`config.mk`:
```
export PLATFORM = sky130hd
export DESIGN_NAME = i2c_init_sequencer
export DESIGN_NICKNAME = d
export VERILOG_FILES = /design/src/rtl/i2c_init_sequencer.sv
export SDC_FILE = /design/constraint.sdc
export NUM_CORES = 1
export LEC_CHECK = 0
export ABC_AREA = 1
export CORE_MARGIN = 2
export CORE_UTILIZATION = 45
export CTS_CLUSTER_SIZE = 25
export DETAILED_ROUTE_END_ITERATION = 10
export PLACE_DENSITY = 0.74
export SYNTH_ARGS = -nofsm -noshare
export SYNTH_HDL_FRONTEND = slang
export SYNTH_SLANG_ARGS = --single-unit
```
`constraint.sdc`:
```
create_clock -name clk -period 2.2 [get_ports clk]
set_input_delay 0.66 -clock clk [delete_from_list [all_inputs] [get_ports clk]]
set_output_delay 0.66 -clock clk [all_outputs]
set_load 0.01 [all_outputs]
```
`src/rtl/i2c_init_sequencer.sv`:
```
// Walks a register/value table and issues one I2C write per entry, with NACK retries and inter-transaction delay.
// Optional read-back verification of each write is enabled by defining I2C_INIT_SEQUENCER_READBACK_EN.
module i2c_init_sequencer #(
    parameter logic [6:0] DEV_ADDR    = 7'h39,
    parameter int         NUM_ENTRIES = 32,
    parameter int         INTER_DELAY = 100_000,
    parameter int         MAX_RETRY   = 3
) (
    input  logic        clk,
    input  logic        reset,
    input  logic        start,
    output logic [5:0]  tbl_idx,
    input  logic [15:0] tbl_data,
    output logic        m_req,
    output logic        m_rw,
    output logic [6:0]  m_addr,
    output logic [7:0]  m_reg,
    output logic [7:0]  m_wdata,
    input  logic        m_done,
    input  logic        m_nack,
    input  logic [7:0]  m_rdata,
    output logic        busy,
    output logic        done,
    output logic        error,
    output logic [5:0]  err_idx
);

    localparam int DLY_W = (INTER_DELAY < 1) ? 1 : $clog2(INTER_DELAY + 1);
    localparam int RTY_W = (MAX_RETRY < 1) ? 1 : $clog2(MAX_RETRY + 1);

    typedef enum logic [3:0] {
        IDLE,
        FETCH,
        LOAD,
        ISSUE,
        WAIT,
        DELAY,
        FINISH,
`ifdef I2C_INIT_SEQUENCER_READBACK_EN
        RB_ISSUE,
        RB_WAIT,
`endif
        FAIL
    } state_t;

    state_t             state, state_nxt;
    logic [5:0]         tbl_idx_nxt;
    logic [5:0]         err_idx_nxt;
    logic [7:0]         m_reg_nxt, m_wdata_nxt;
    logic               m_req_nxt;
    logic               busy_nxt, done_nxt, error_nxt;
    logic [DLY_W-1:0]   dly_cnt, dly_nxt;
    logic [RTY_W-1:0]   rty_cnt, rty_nxt;
    logic               reissue, reissue_nxt;

    assign m_addr = DEV_ADDR;

`ifdef I2C_INIT_SEQUENCER_READBACK_EN
    // rd_phase remembers whether a pending reissue repeats the write or the read-back.
    logic rd_phase, rd_phase_nxt;
    logic m_rw_q, m_rw_nxt;
    assign m_rw = m_rw_q;
`else
    logic rdata_unused;
    assign m_rw         = 1'b0;
    assign rdata_unused = ^m_rdata;
`endif

    always_ff @(posedge clk or posedge reset) begin
        if (reset) begin
            state   <= IDLE;
            tbl_idx <= '0;
            err_idx <= '0;
            m_reg   <= '0;
            m_wdata <= '0;
            m_req   <= 1'b0;
            busy    <= 1'b0;
            done    <= 1'b0;
            error   <= 1'b0;
            dly_cnt <= '0;
            rty_cnt <= '0;
            reissue <= 1'b0;
`ifdef I2C_INIT_SEQUENCER_READBACK_EN
            rd_phase <= 1'b0;
            m_rw_q   <= 1'b0;
`endif
        end else begin
            state   <= state_nxt;
            tbl_idx <= tbl_idx_nxt;
            err_idx <= err_idx_nxt;
            m_reg   <= m_reg_nxt;
            m_wdata <= m_wdata_nxt;
            m_req   <= m_req_nxt;
            busy    <= busy_nxt;
            done    <= done_nxt;
            error   <= error_nxt;
            dly_cnt <= dly_nxt;
            rty_cnt <= rty_nxt;
            reissue <= reissue_nxt;
`ifdef I2C_INIT_SEQUENCER_READBACK_EN
            rd_phase <= rd_phase_nxt;
            m_rw_q   <= m_rw_nxt;
`endif
        end
    end

    always_comb begin
        state_nxt   = state;
        tbl_idx_nxt = tbl_idx;
        err_idx_nxt = err_idx;
        m_reg_nxt   = m_reg;
        m_wdata_nxt = m_wdata;
        busy_nxt    = busy;
        done_nxt    = done;
        error_nxt   = error;
        dly_nxt     = dly_cnt;
        rty_nxt     = rty_cnt;
        reissue_nxt = reissue;
`ifdef I2C_INIT_SEQUENCER_READBACK_EN
        rd_phase_nxt = rd_phase;
        m_rw_nxt     = m_rw_q;
`endif

        case (state)
            IDLE: begin
                if (start) begin
                    done_nxt    = 1'b0;
                    error_nxt   = 1'b0;
                    rty_nxt     = '0;
                    dly_nxt     = '0;
                    reissue_nxt = 1'b0;
                    tbl_idx_nxt = '0;
                    busy_nxt    = 1'b1;
`ifdef I2C_INIT_SEQUENCER_READBACK_EN
                    rd_phase_nxt = 1'b0;
`endif
                    state_nxt   = FETCH;
                end
            end
            FETCH: state_nxt = LOAD;
            LOAD: begin
                m_reg_nxt   = tbl_data[15:8];
                m_wdata_nxt = tbl_data[7:0];
                state_nxt   = (tbl_data[15:8] == 8'hFF) ? FINISH : ISSUE;
            end
            ISSUE: begin
`ifdef I2C_INIT_SEQUENCER_READBACK_EN
                m_rw_nxt     = 1'b0;
                rd_phase_nxt = 1'b0;
`endif
                state_nxt = WAIT;
            end
`ifdef I2C_INIT_SEQUENCER_READBACK_EN
            RB_ISSUE: begin
                m_rw_nxt     = 1'b1;
                rd_phase_nxt = 1'b1;
                state_nxt    = RB_WAIT;
            end
            WAIT, RB_WAIT: begin
`else
            WAIT: begin
`endif
                // m_done only counts while a request is actually outstanding.
                if (m_done && m_req) begin
                    if (m_nack) begin
                        if (int'(rty_cnt) < MAX_RETRY) begin
                            rty_nxt     = rty_cnt + RTY_W'(1);
                            reissue_nxt = 1'b1;
                            state_nxt   = DELAY;
                        end else begin
                            err_idx_nxt = tbl_idx;
                            state_nxt   = FAIL;
                        end
                    end else begin
                        rty_nxt = '0;
`ifdef I2C_INIT_SEQUENCER_READBACK_EN
                        if (state == WAIT) begin
                            state_nxt = RB_ISSUE;
                        end else if (m_rdata != m_wdata) begin
                            err_idx_nxt = tbl_idx;
                            state_nxt   = FAIL;
                        end else begin
                            state_nxt = DELAY;
                        end
`else
                        state_nxt = DELAY;
`endif
                    end
                end
            end
            DELAY: begin
                if (int'(dly_cnt) + 1 >= INTER_DELAY) begin
                    dly_nxt = '0;
                    if (reissue) begin
                        reissue_nxt = 1'b0;
`ifdef I2C_INIT_SEQUENCER_READBACK_EN
                        state_nxt   = rd_phase ? RB_ISSUE : ISSUE;
`else
                        state_nxt   = ISSUE;
`endif
                    end else begin
                        tbl_idx_nxt = tbl_idx + 6'd1;
                        state_nxt   = (int'(tbl_idx) + 1 < NUM_ENTRIES) ? FETCH : FINISH;
                    end
                end else begin
                    dly_nxt = dly_cnt + DLY_W'(1);
                end
            end
            FINISH: begin
                done_nxt  = 1'b1;
                busy_nxt  = 1'b0;
                state_nxt = IDLE;
            end
            FAIL: begin
                error_nxt = 1'b1;
                busy_nxt  = 1'b0;
                state_nxt = IDLE;
            end
            default: state_nxt = IDLE;
        endcase

`ifdef I2C_INIT_SEQUENCER_READBACK_EN
        m_req_nxt = (state_nxt == WAIT) || (state_nxt == RB_WAIT);
`else
        m_req_nxt = (state_nxt == WAIT);
`endif
    end

endmodule

```
==> results by group, run 1 <==
Outcome
  – Run status: finished clean

Layout
  – Number of diodes: 0
  – Final design utilization: approximately three fifths
  – Nets: between 400 and 500
  – P&R area growth vs syn: 31.0%
  – Layout cells sized above 1: 18.8%
  – Finished Layout Cells: ~540
  – Max reg flops: 17
  – Fillers: 550

Floorplan
  – Vert. Die Dim: approximately 86 um
  – Starting Density: approximately 47%
  – I/O pin count: slightly below 70
  – Die Wd: between 80 and 90 um
  – Row count: 29
  – Full die area: around 7400 um^2
  – Area of the core: roughly 6400 um^2

CTS
  – CTS Root Cell: clkbuf_8
  – Worst skew pair latency: approximately 0.31 ns
  – CTS buffer count: 5
  – H-tree level count: 2
  – Sink Count: 56
  – CTS tree: yes
  – Clock transition at the registers of the reported paths: about 0.1 ns
  – Maximum clock path buffer count: 2
  – Hold-fix buffers at CTS: 0

Synth
  – Cell taking the most area after synthesis: dfrtp_1
  – Mapped Cells: between 300 and 400
  – Mapped cell area: approximately 3000 um^2
  – Cell variety after synth: 34
  – Ys Warns: 0
  – Post-synthesis sequential area ratio: roughly 47%
  – Top cell type's share of synthesized area: ~47%
  – Ranking of synthesized cells by area: dfrtp_1 47%, nand2_1 16%, inv_1 5.5%
  – Syn Area/Cell: about 7.7 um^2
  – Seq cells post-synth: 56

Routing
  – # DRC: 0
  – Drt wl/cell: 12.3 um
  – Final wirelength: roughly 6600 um
  – Pre-Repair DR Iteration Count: 6
  – Initial DRC count: between 100 and 150
  – Total number of vias: 2,687
  – Via-to-Cell Ratio: roughly 5
  – Final antenna-violating net count: 0

Pwr
  – Lkg Pwr: between 1.5 and 2 nW
  – Worst VDD drop: a little under 0.0007 V
  – PwrDens: approximately 660 nW/um^2
  – Pwr Total: about 2.6 mW

Worst setup path
  – Crit path max fanout: 6
  – FF-to-FF path depth: 17
  – CP Class: reg2reg
  – Critical path startpoint category: register
  – CP endpoint kind: register
  – Worst Path Arrival: ~2.3 ns
  – WP data required: 2.41 ns

Placement
  – Dpl cells: 527
  – Number of port buffers: 52
  – DP HPWL: between 4000 and 5000 um
  – Final Wtd Congestion: about 0.87

GRT
  – Vias in the first global route: 2,554
  – Antenna violations before repair: 0
  – Total congestion overflow: 0
  – First-pass GRT wire length: between 10,000 and 15,000 um
  – Largest net degree at the start of global routing: 57
  – Tot GR Track Use: a little under a fifth

Worst hold path
  – Worst hold-check path type: reg2reg
  – Hold Path Depth: 2

Timing
  – Final Max Slew Viols: 0
  – Worst Skew: 0.00562 ns
  – RSZ-0062 raised after global routing: yes
  – Min Clock Period, post-route: 2.11 ns
  – Fin crit share: between 90% and 100%
  – Final setup fails: 0
  – Max Fclk: 474 MHz
  – Fin. Hold Viols: 0

Job
  – Max-Cap Viols: 0
==> final timing paths <==
path | start | endpoint | slack, ns
setup / recovery | dly_cnt[1] | tbl_idx[1] | 0.09
hold / removal | err_idx[3] | err_idx[3] | 0.49
setup reg to reg | dly_cnt[1] | tbl_idx[1] | 0.09
hold reg to reg | err_idx[3] | err_idx[3] | 0.49
max in group asynchronous | reset | dly_cnt[14] | 1.23
min in group asynchronous | reset | dly_cnt[6] | 0.71
==> through the flow <==
step,setup TNS (ns),cell area [um^2],setup slack (ns),hold slack [ns]
3_5_place_dp,0,3690,0.0271,0.467
6_report,0,3940,0.0896,0.488
5_1_grt,-0.148,3940,-0.0344,0.512
4_1_cts,0,3780,0.0515,0.489
3_3_place_gp,0,3690,0.0344,0.453
2_1_floorplan,0,3030,0.169,0.457
==> worst max-delay path, stage by stage, from the launching register on <==
cell	delay, ns
dfrtp_1	0.40
ha_4	0.18
nand2_4	0.05
nor2_4	0.14
nand2_4	0.10
nor2_4	0.13
nand3_1	0.10
nand2_2	0.09
nand2_2	0.07
nor2_2	0.10
nand3_2	0.09
nand2_2	0.09
nand2_1	0.05
nand2_1	0.06
nand2_2	0.08
buf_6	0.15
nand2_2	0.07
o21ai_2	0.06
==> power by group <==
group	switching (mW)	internal, mW
sequential	0.102	1.19
clock	0.332	0.217
combinational	0.357	0.415
total	0.790	1.82
==> Yosys cell counts <==
| library cell | count |
|---|---|
| nor4_1 | 1 |
| ha_1 | 4 |
| o21ai_2 | 6 |
| xnor2_1 | 2 |
| inv_2 | 3 |
| buf_4 | 8 |
| nand4_1 | 6 |
| buf_1 | 1 |
| nand3_1 | 16 |
| dfrtp_1 | 56 |
| a31oi_1 | 1 |
| nor3_1 | 3 |
| clkbuf_1 | 4 |
| buf_2 | 1 |
| nand2_1 | 128 |
| nor2_2 | 8 |
| a22o_1 | 1 |
| buf_6 | 1 |
| nor2_1 | 31 |
| nand2_2 | 12 |
| conb_1 | 2 |
| nand3_2 | 2 |
| xor2_1 | 6 |
| nor3b_1 | 1 |
| inv_1 | 44 |
| a22oi_1 | 1 |
| nor3_4 | 1 |
| or2_2 | 2 |
| o21ai_0 | 22 |
| a21oi_1 | 2 |
| nor2_4 | 2 |
| o21ai_1 | 1 |
| mux2i_1 | 1 |
| o22ai_1 | 9 |
==> layout by cell type (no fill, tap or decap), types with 2 or more instances in the layout <==
cell,instances
nand3_1,12
nor2_2,8
buf_6,4
buf_4,17
o21ai_0,22
nor3_1,3
nand2_1,118
nand3_2,6
ha_1,3
nand4_1,6
or2_2,2
clkdlybuf4s50_1,52
conb_1,9
clkbuf_8,5
inv_2,5
inv_1,42
o22ai_1,9
nor2_4,6
nor2_1,27
xor2_1,6
dfrtp_1,55
nand2_2,19
o21ai_2,5
a21oi_1,2
nand2_4,3
xnor2_1,2
==> routing by layer <==
metal	GRT usage, %	up-vias	part of all wire [%]
met5	0	-	0
met4	3.75	0	1.7
met3	5.10	20	6.1
met2	31.4	83	46
met1	25.2	1238	46
li1	-	1346	-
==> cell type report <==
class,count,area (um^2),share of cell area (%)
clock inverters,2,12.5,0.318
multi-input cells,278,1470,37.3
clock buffers,5,68.8,1.75
repair buffers,74,713,18.1
inverters,47,176,4.48
well taps,77,96.3,2.45
flip-flops and latches,56,1400,35.6
==> kinds of logic (layout without fill, tap and decap cells) <==
group | count (synthesis) | in the layout | share of synthesized area [%]
simple gates | 213 | 213 | 31.3
buf+inv | 62 | 128 | 9.03
flops | 56 | 56 | 46.6
compound gates | 43 | 43 | 8.53
xor+xnor | 8 | 8 | 2.33
fa+ha+maj | 4 | 4 | 1.66
other cells | 2 | 9 | 0.250
mux | 1 | 1 | 0.333
==> what timing repair did <==
item	CTS	global route
buffers inserted	0	5
setup endpoints to repair	0	22
resized for setup	0	34
Note: power is estimated with default switching activity, not from simulation.
==> run 2, diff against run 1 <==
--- a/config.mk
+++ b/config.mk
@@ -6,8 +6,9 @@
 export NUM_CORES = 1
 export LEC_CHECK = 0
 export ABC_AREA = 1
-export CORE_MARGIN = 2
 export CORE_UTILIZATION = 45
+export CTS_BUF_LIST = sky130_fd_sc_hd__clkbuf_2 sky130_fd_sc_hd__clkbuf_4 sky130_fd_sc_hd__clkbuf_8
+export CTS_CLUSTER_DIAMETER = 120
 export CTS_CLUSTER_SIZE = 25
 export DETAILED_ROUTE_END_ITERATION = 10
 export PLACE_DENSITY = 0.74
==> run 2 against run 1 <==
Maximum frequency rose by 0.77%. Worst setup slack improved by 0.016 ns. Total power rose by 1.7%. Combinational power rose by 1%. Global-route usage rose by 0.87 points. Register-to-register slack improved by 0.02 ns. Non-clock buffer count fell by 1. Clock power rose by 6.6%. Final cell count did not move. Routed wire length rose by 1.5%. First-iteration DRC count fell by 4.8%. Critical path type unchanged. Largest cell class unchanged.
==> results by group, run 2 (synthesis gave the netlist of run 1 again) <==
Worst setup path
  – FF-to-FF path depth: 14
  – Critical path startpoint category: register
  – Worst Path Arrival: around 2.3 ns
  – WP data required: ~2.4 ns
  – CP endpoint kind: register
  – Reg2reg start: dly_cnt[1]
  – Worst R2R Setup Slack: roughly 0.11 ns
  – Crit path max fanout: 7
  – Worst r2r dst: dly_cnt[10]
  – CP Class: reg2reg

CTS
  – CTS tree: yes
  – CTS Root Cell: clkbuf_8
  – H-tree level count: 2
  – Worst skew pair latency: ~0.32 ns
  – Maximum clock path buffer count: 2
  – CTS buffer count: 5
  – Clock transition at the registers of the reported paths: approximately 0.11 ns
  – Sink Count: 56

Outcome
  – Run status: finished clean

Timing
  – Fin. Hold Viols: 0
  – Final setup fails: 0
  – RSZ-0062 raised after global routing: yes
  – Fin crit share: about 95%
  – Min Clock Period, post-route: between 2 and 2.5 ns
  – Final setup margin: about 0.11 ns
  – Max Fclk: approximately 480 MHz
  – Final Max Slew Viols: 0
  – Worst Skew: approximately 0.017 ns
  – Total negative slack: 0 ns

Pwr
  – Lkg Pwr: 1.83 nW
  – Worst VDD drop: 0.000555 V
  – PwrDens: about 670 nW/um^2

Placement
  – Number of port buffers: 52
  – DP HPWL: 4850 um
  – Final Wtd Congestion: ~0.85
  – Place WS: 0.0276 ns

Worst hold path
  – Hold Path Depth: 2
  – Hold path start: m_reg[3]
  – Hold worst-path end: m_reg[3]
  – Worst hold-check path type: reg2reg

Routing
  – Final antenna-violating net count: 0
  – Total number of vias: ~2,700
  – Final wirelength: ~6700 um
  – Drt wl/cell: around 12 um
  – # DRC: 0
  – Pre-Repair DR Iteration Count: 4
  – Initial DRC count: 99
  – Via-to-Cell Ratio: between 4 and 5

Floorplan
  – Area of the core: 6390 um^2
  – Vert. Die Dim: 83.7 um
  – Full die area: about 7000 um^2
  – Row count: 29
  – Starting Density: a little under half
  – I/O pin count: a little under 70
  – Die Wd: 83.7 um

GRT
  – Total congestion overflow: 0
  – Tot GR Track Use: between 10% and 20%
  – Largest net degree at the start of global routing: 57
  – First-pass GRT wire length: roughly 11,000 um
  – Antenna violations before repair: 0
  – Vias in the first global route: about 2,600

Layout
  – Fillers: 525
  – Sequential cell area: 1400 um^2
  – Nets: 494
  – Final design utilization: around three fifths
  – Max reg flops: 17
  – Most frequent cells in the layout: 118 x nand2_1, 56 x dfrtp_1, 52 x clkdlybuf4s50_1, 43 x inv_1, 28 x nor2_1
  – Area of the multi-input gates: about 1500 um^2
  – Layout cells sized above 1: approximately 18%
  – Commonest non-fill, non-tap cell in the layout: nand2_1
  – Number of diodes: 0
  – P&R area growth vs syn: 31.5%

Job
  – Max-Cap Viols: 0
-- run 2: per-layer routing --
| layer | wire length (um) | part of all wire, % | track usage (%) | vias up |
|---|---|---|---|---|
| li1 | - | - | - | 1348 |
| met1 | 2970 | 44 | 24.5 | 1233 |
| met2 | 3230 | 48 | 34.1 | 77 |
| met3 | 470 | 7.0 | 6.03 | 9 |
| met4 | 66 | 0.98 | 4.31 | 0 |
| met5 | 0 | 0 | 0 | - |
-- run 2: repair_timing --
item	in CTS	in global routing
hold buffers	0	0
resized for setup	0	34
setup buffers	0	4
endpoints found under the setup margin	0	26
-- run 2: how the worst max path moves through the flow --
stage | startpoint | endpoint | slack, ns | cells after the start
2_1_floorplan | reset | busy | 0.17 | 1
3_3_place_gp | tbl_data[11] | m_req | 0.02 | 10
3_5_place_dp | tbl_data[8] | m_req | 0.03 | 10
4_1_cts | dly_cnt[1] | m_req | 0.06 | 16
5_1_grt | dly_cnt[1] | m_req | -0.06 | 16
6_report | dly_cnt[1] | dly_cnt[10] | 0.11 | 14
-- run 2: worst max-delay path: stages, from the launching register on --
cell and delay, ns:
dfrtp_1 0.42, ha_4 0.18, nand2_4 0.05, nor2_4 0.15
nand2_4 0.09, nor2_4 0.13, nand2_2 0.05, nand2_2 0.09
nand3_2 0.08, o21ai_2 0.19, buf_4 0.15, nand3_4 0.10
inv_2 0.17, nand3_1 0.09, o21ai_0 0.08
-- run 2: final cells by class --
| cell class | count | share of cell area, % |
|---|---|---|
| inverters | 47 | 4.46 |
| flip-flops and latches | 56 | 35.5 |
| repair buffers | 73 | 17.9 |
| clock buffers | 6 | 1.93 |
| well taps | 77 | 2.44 |
| clock inverters | 2 | 0.412 |
| multi-input cells | 278 | 37.4 |
-- run 2: stage by stage --
step	hold slack, ns	instances	instance area [um^2]	power (mW)
6_report	0.483	539	3950	2.66
4_1_cts	0.485	535	3790	2.67
3_3_place_gp	0.455	527	3690	2.05
3_5_place_dp	0.458	527	3690	2.07
5_1_grt	0.500	539	3950	2.82
2_1_floorplan	0.457	396	3030	1.64
-- run 2: report_power, final --
group          leakage (nW)  switching [mW]  total, mW  internal [mW]
Clock                0.0448           0.344      0.584          0.240
Combinational          1.04           0.367      0.782          0.416
Sequential            0.744          0.0984       1.29           1.19
Total                  1.83           0.809       2.66           1.85
==> run 3, diff against run 2 <==
--- a/config.mk
+++ b/config.mk
@@ -15,3 +15,4 @@
 export SYNTH_ARGS = -nofsm -noshare
 export SYNTH_HDL_FRONTEND = slang
 export SYNTH_SLANG_ARGS = --single-unit
+export TNS_END_PERCENT = 1
==> constraint.sdc (replaced) <==
create_clock -name clk -period 2.2 [get_ports clk]
set_input_delay 0.33 -clock clk [delete_from_list [all_inputs] [get_ports clk]]
set_output_delay 0.33 -clock clk [all_outputs]
set_load 0.01 [all_outputs]
==> run 3 against run 2 <==
Worst setup slack worse by 0.016 ns. Worst hold slack got worse by 0.19 ns. Critical path depth increased by 3. Die area unchanged. Count of clock-buffer cells in the layout shrank 1. Largest cell class is now sequential cells.
==> results by group, run 3 (synthesis gave the netlist of run 1 again) <==
CTS
  – Maximum clock path buffer count: 2
  – CTS Root Cell: clkbuf_8
  – Worst skew pair latency: about 0.32 ns
  – Sink Count: between 50 and 60
  – Clock transition at the registers of the reported paths: approximately 0.1 ns
  – CTS tree: yes
  – H-tree level count: 2
  – CTS buffer count: 5

Routing
  – # DRC: 0
  – Total number of vias: roughly 2,600
  – Drt wl/cell: about 12 um
  – Initial DRC count: between 100 and 150
  – Pre-Repair DR Iteration Count: 4
  – Final wirelength: 6340 um
  – Via-to-Cell Ratio: 4.96
  – Final antenna-violating net count: 0

Timing
  – Min Clock Period, post-route: ~2.1 ns
  – Max Fclk: between 400 and 500 MHz
  – Final Max Slew Viols: 0
  – Fin crit share: around 96%
  – Fin. Hold Viols: 0
  – Final setup fails: 0
  – Worst Tran Pin Value: around 0.52 ns
  – Worst Skew: between 0.006 and 0.007 ns
  – RSZ-0062 raised after global routing: yes
  – Slew HR: between 60% and 70%
  – Final setup margin: between 0.08 and 0.09 ns

Worst setup path
  – CP Class: reg2reg
  – CP endpoint kind: register
  – Critical path startpoint category: register
  – Worst Setup SP: dly_cnt[1]
  – Crit path max fanout: 8
  – WP data required: ~2.4 ns
  – Worst R2R Setup Slack: 0.09 ns
  – Worst Path Arrival: 2.33 ns
  – Worst r2r dst: tbl_idx[5]
  – FF-to-FF path depth: 17
  – Reg2reg start: dly_cnt[1]

Floorplan
  – Full die area: between 7000 and 8000 um^2
  – Area of the core: about 6400 um^2
  – I/O pin count: about 70
  – Starting Density: approximately 47%
  – Vert. Die Dim: approximately 84 um
  – Die Wd: between 80 and 90 um
  – Row count: 29

Placement
  – Number of port buffers: 52
  – Final Wtd Congestion: 0.871
  – Place WS: between 0.1 and 0.15 ns
  – DP HPWL: 4760 um

GRT
  – First-pass GRT wire length: between 10,000 and 15,000 um
  – Tot GR Track Use: 19.0%
  – Vias in the first global route: 2,518
  – Largest net degree at the start of global routing: 24
  – Antenna violations before repair: 0
  – Total congestion overflow: 0

Layout
  – Final design utilization: 59.6%
  – Most frequent cells in the layout: 124 x nand2_1, 56 x dfrtp_1, 52 x clkdlybuf4s50_1, 43 x inv_1, 31 x nor2_1
  – Layout cells sized above 1: 13.9%
  – Number of diodes: 0
  – Nets: approximately 500
  – Commonest non-fill, non-tap cell in the layout: nand2_1
  – Fillers: approximately 570
  – P&R area growth vs syn: 26.6%
  – Max reg flops: 17

Pwr
  – Lkg Pwr: 1.75 nW
  – Worst VDD drop: about 0.00063 V
  – PwrDens: 720 nW/um^2
  – Pwr Total: about 2.7 mW

Job
  – Max-Cap Viols: 0

Worst hold path
  – Worst hold-check path type: in2async

Outcome
  – Run status: finished clean
## run 3: cell types whose count changed in the layout (fill, tap and decap cells not counted), sizes merged
| cell | before | now |
|---|---|---|
| clkinv | 1 | 0 |
| buf | 21 | 13 |
| inv | 47 | 48 |
| clkbuf | 6 | 5 |
| bufinv | 0 | 1 |
## run 3: repair_timing
| action | CTS | global route |
|---|---|---|
| setup buffers | 0 | 3 |
| hold buffers | 0 | 0 |
| endpoints found under the setup margin | 0 | 8 |
| endpoints found under the hold margin | 0 | 0 |
| gates resized for setup | 0 | 5 |
## run 3: worst max-delay path by stage
stage / endpoint / slack, ns / depth (start not counted)
after global routing: tbl_idx[5] / -0.05 / 17
after floorplan: tbl_idx[2] / 0.27 / 17
after detailed placement: tbl_idx[1] / 0.13 / 17
after global placement: tbl_idx[0] / 0.16 / 17
after CTS: tbl_idx[1] / 0.11 / 17
final: tbl_idx[5] / 0.09 / 17
## run 3: through the flow
stage	hold WS (ns)	TNS (ns)	cells	instance area [um^2]
floorplan	0.440	0	396	3030
global placement	0.456	0	520	3650
detailed placement	0.464	0	520	3650
CTS	0.299	0	528	3770
global route	0.326	-0.248	531	3800
finish	0.291	0	531	3800
## run 3: worst max-delay path, cell delays in order, from the launching register on
cell and delay [ns]:
dfrtp_1 0.36, ha_2 0.20, nand2_1 0.06, nor2_2 0.17
nand2_2 0.12, nor2_2 0.13, nand2_1 0.07, nand2_2 0.09
nand2_1 0.06, nor2_2 0.11, nand3_2 0.10, nand2_2 0.09
nand2_1 0.05, nand2_1 0.06, nand2_2 0.08, buf_12 0.15
nand2_2 0.05, o21ai_2 0.05
## run 3: power by group
group | internal (mW) | total, mW | switching, mW
sequential | 1.19 | 1.29 | 0.0968
combinational | 0.407 | 0.756 | 0.350
clock | 0.343 | 0.695 | 0.351
## run 3: cell type report
| cell class | instances | area (um^2) | share of cell area, % |
|---|---|---|---|
| flip-flops and latches | 56 | 1400 | 36.8 |
| well taps | 77 | 96.3 | 2.53 |
| clock inverters | 3 | 46.3 | 1.22 |
| repair buffers | 65 | 643 | 16.9 |
| multi-input cells | 278 | 1370 | 36.1 |
| inverters | 47 | 176 | 4.64 |
| clock buffers | 5 | 68.8 | 1.81 |
## run 3: per-layer routing
metal  up-vias  GRT usage (%)  part of all wire [%]
met2        74           32.0                    48
li1       1338              -                     -
met4         0           4.78                   1.2
met5         -              0                     0
met3         7           5.24                   6.1
met1      1214           24.2                    45
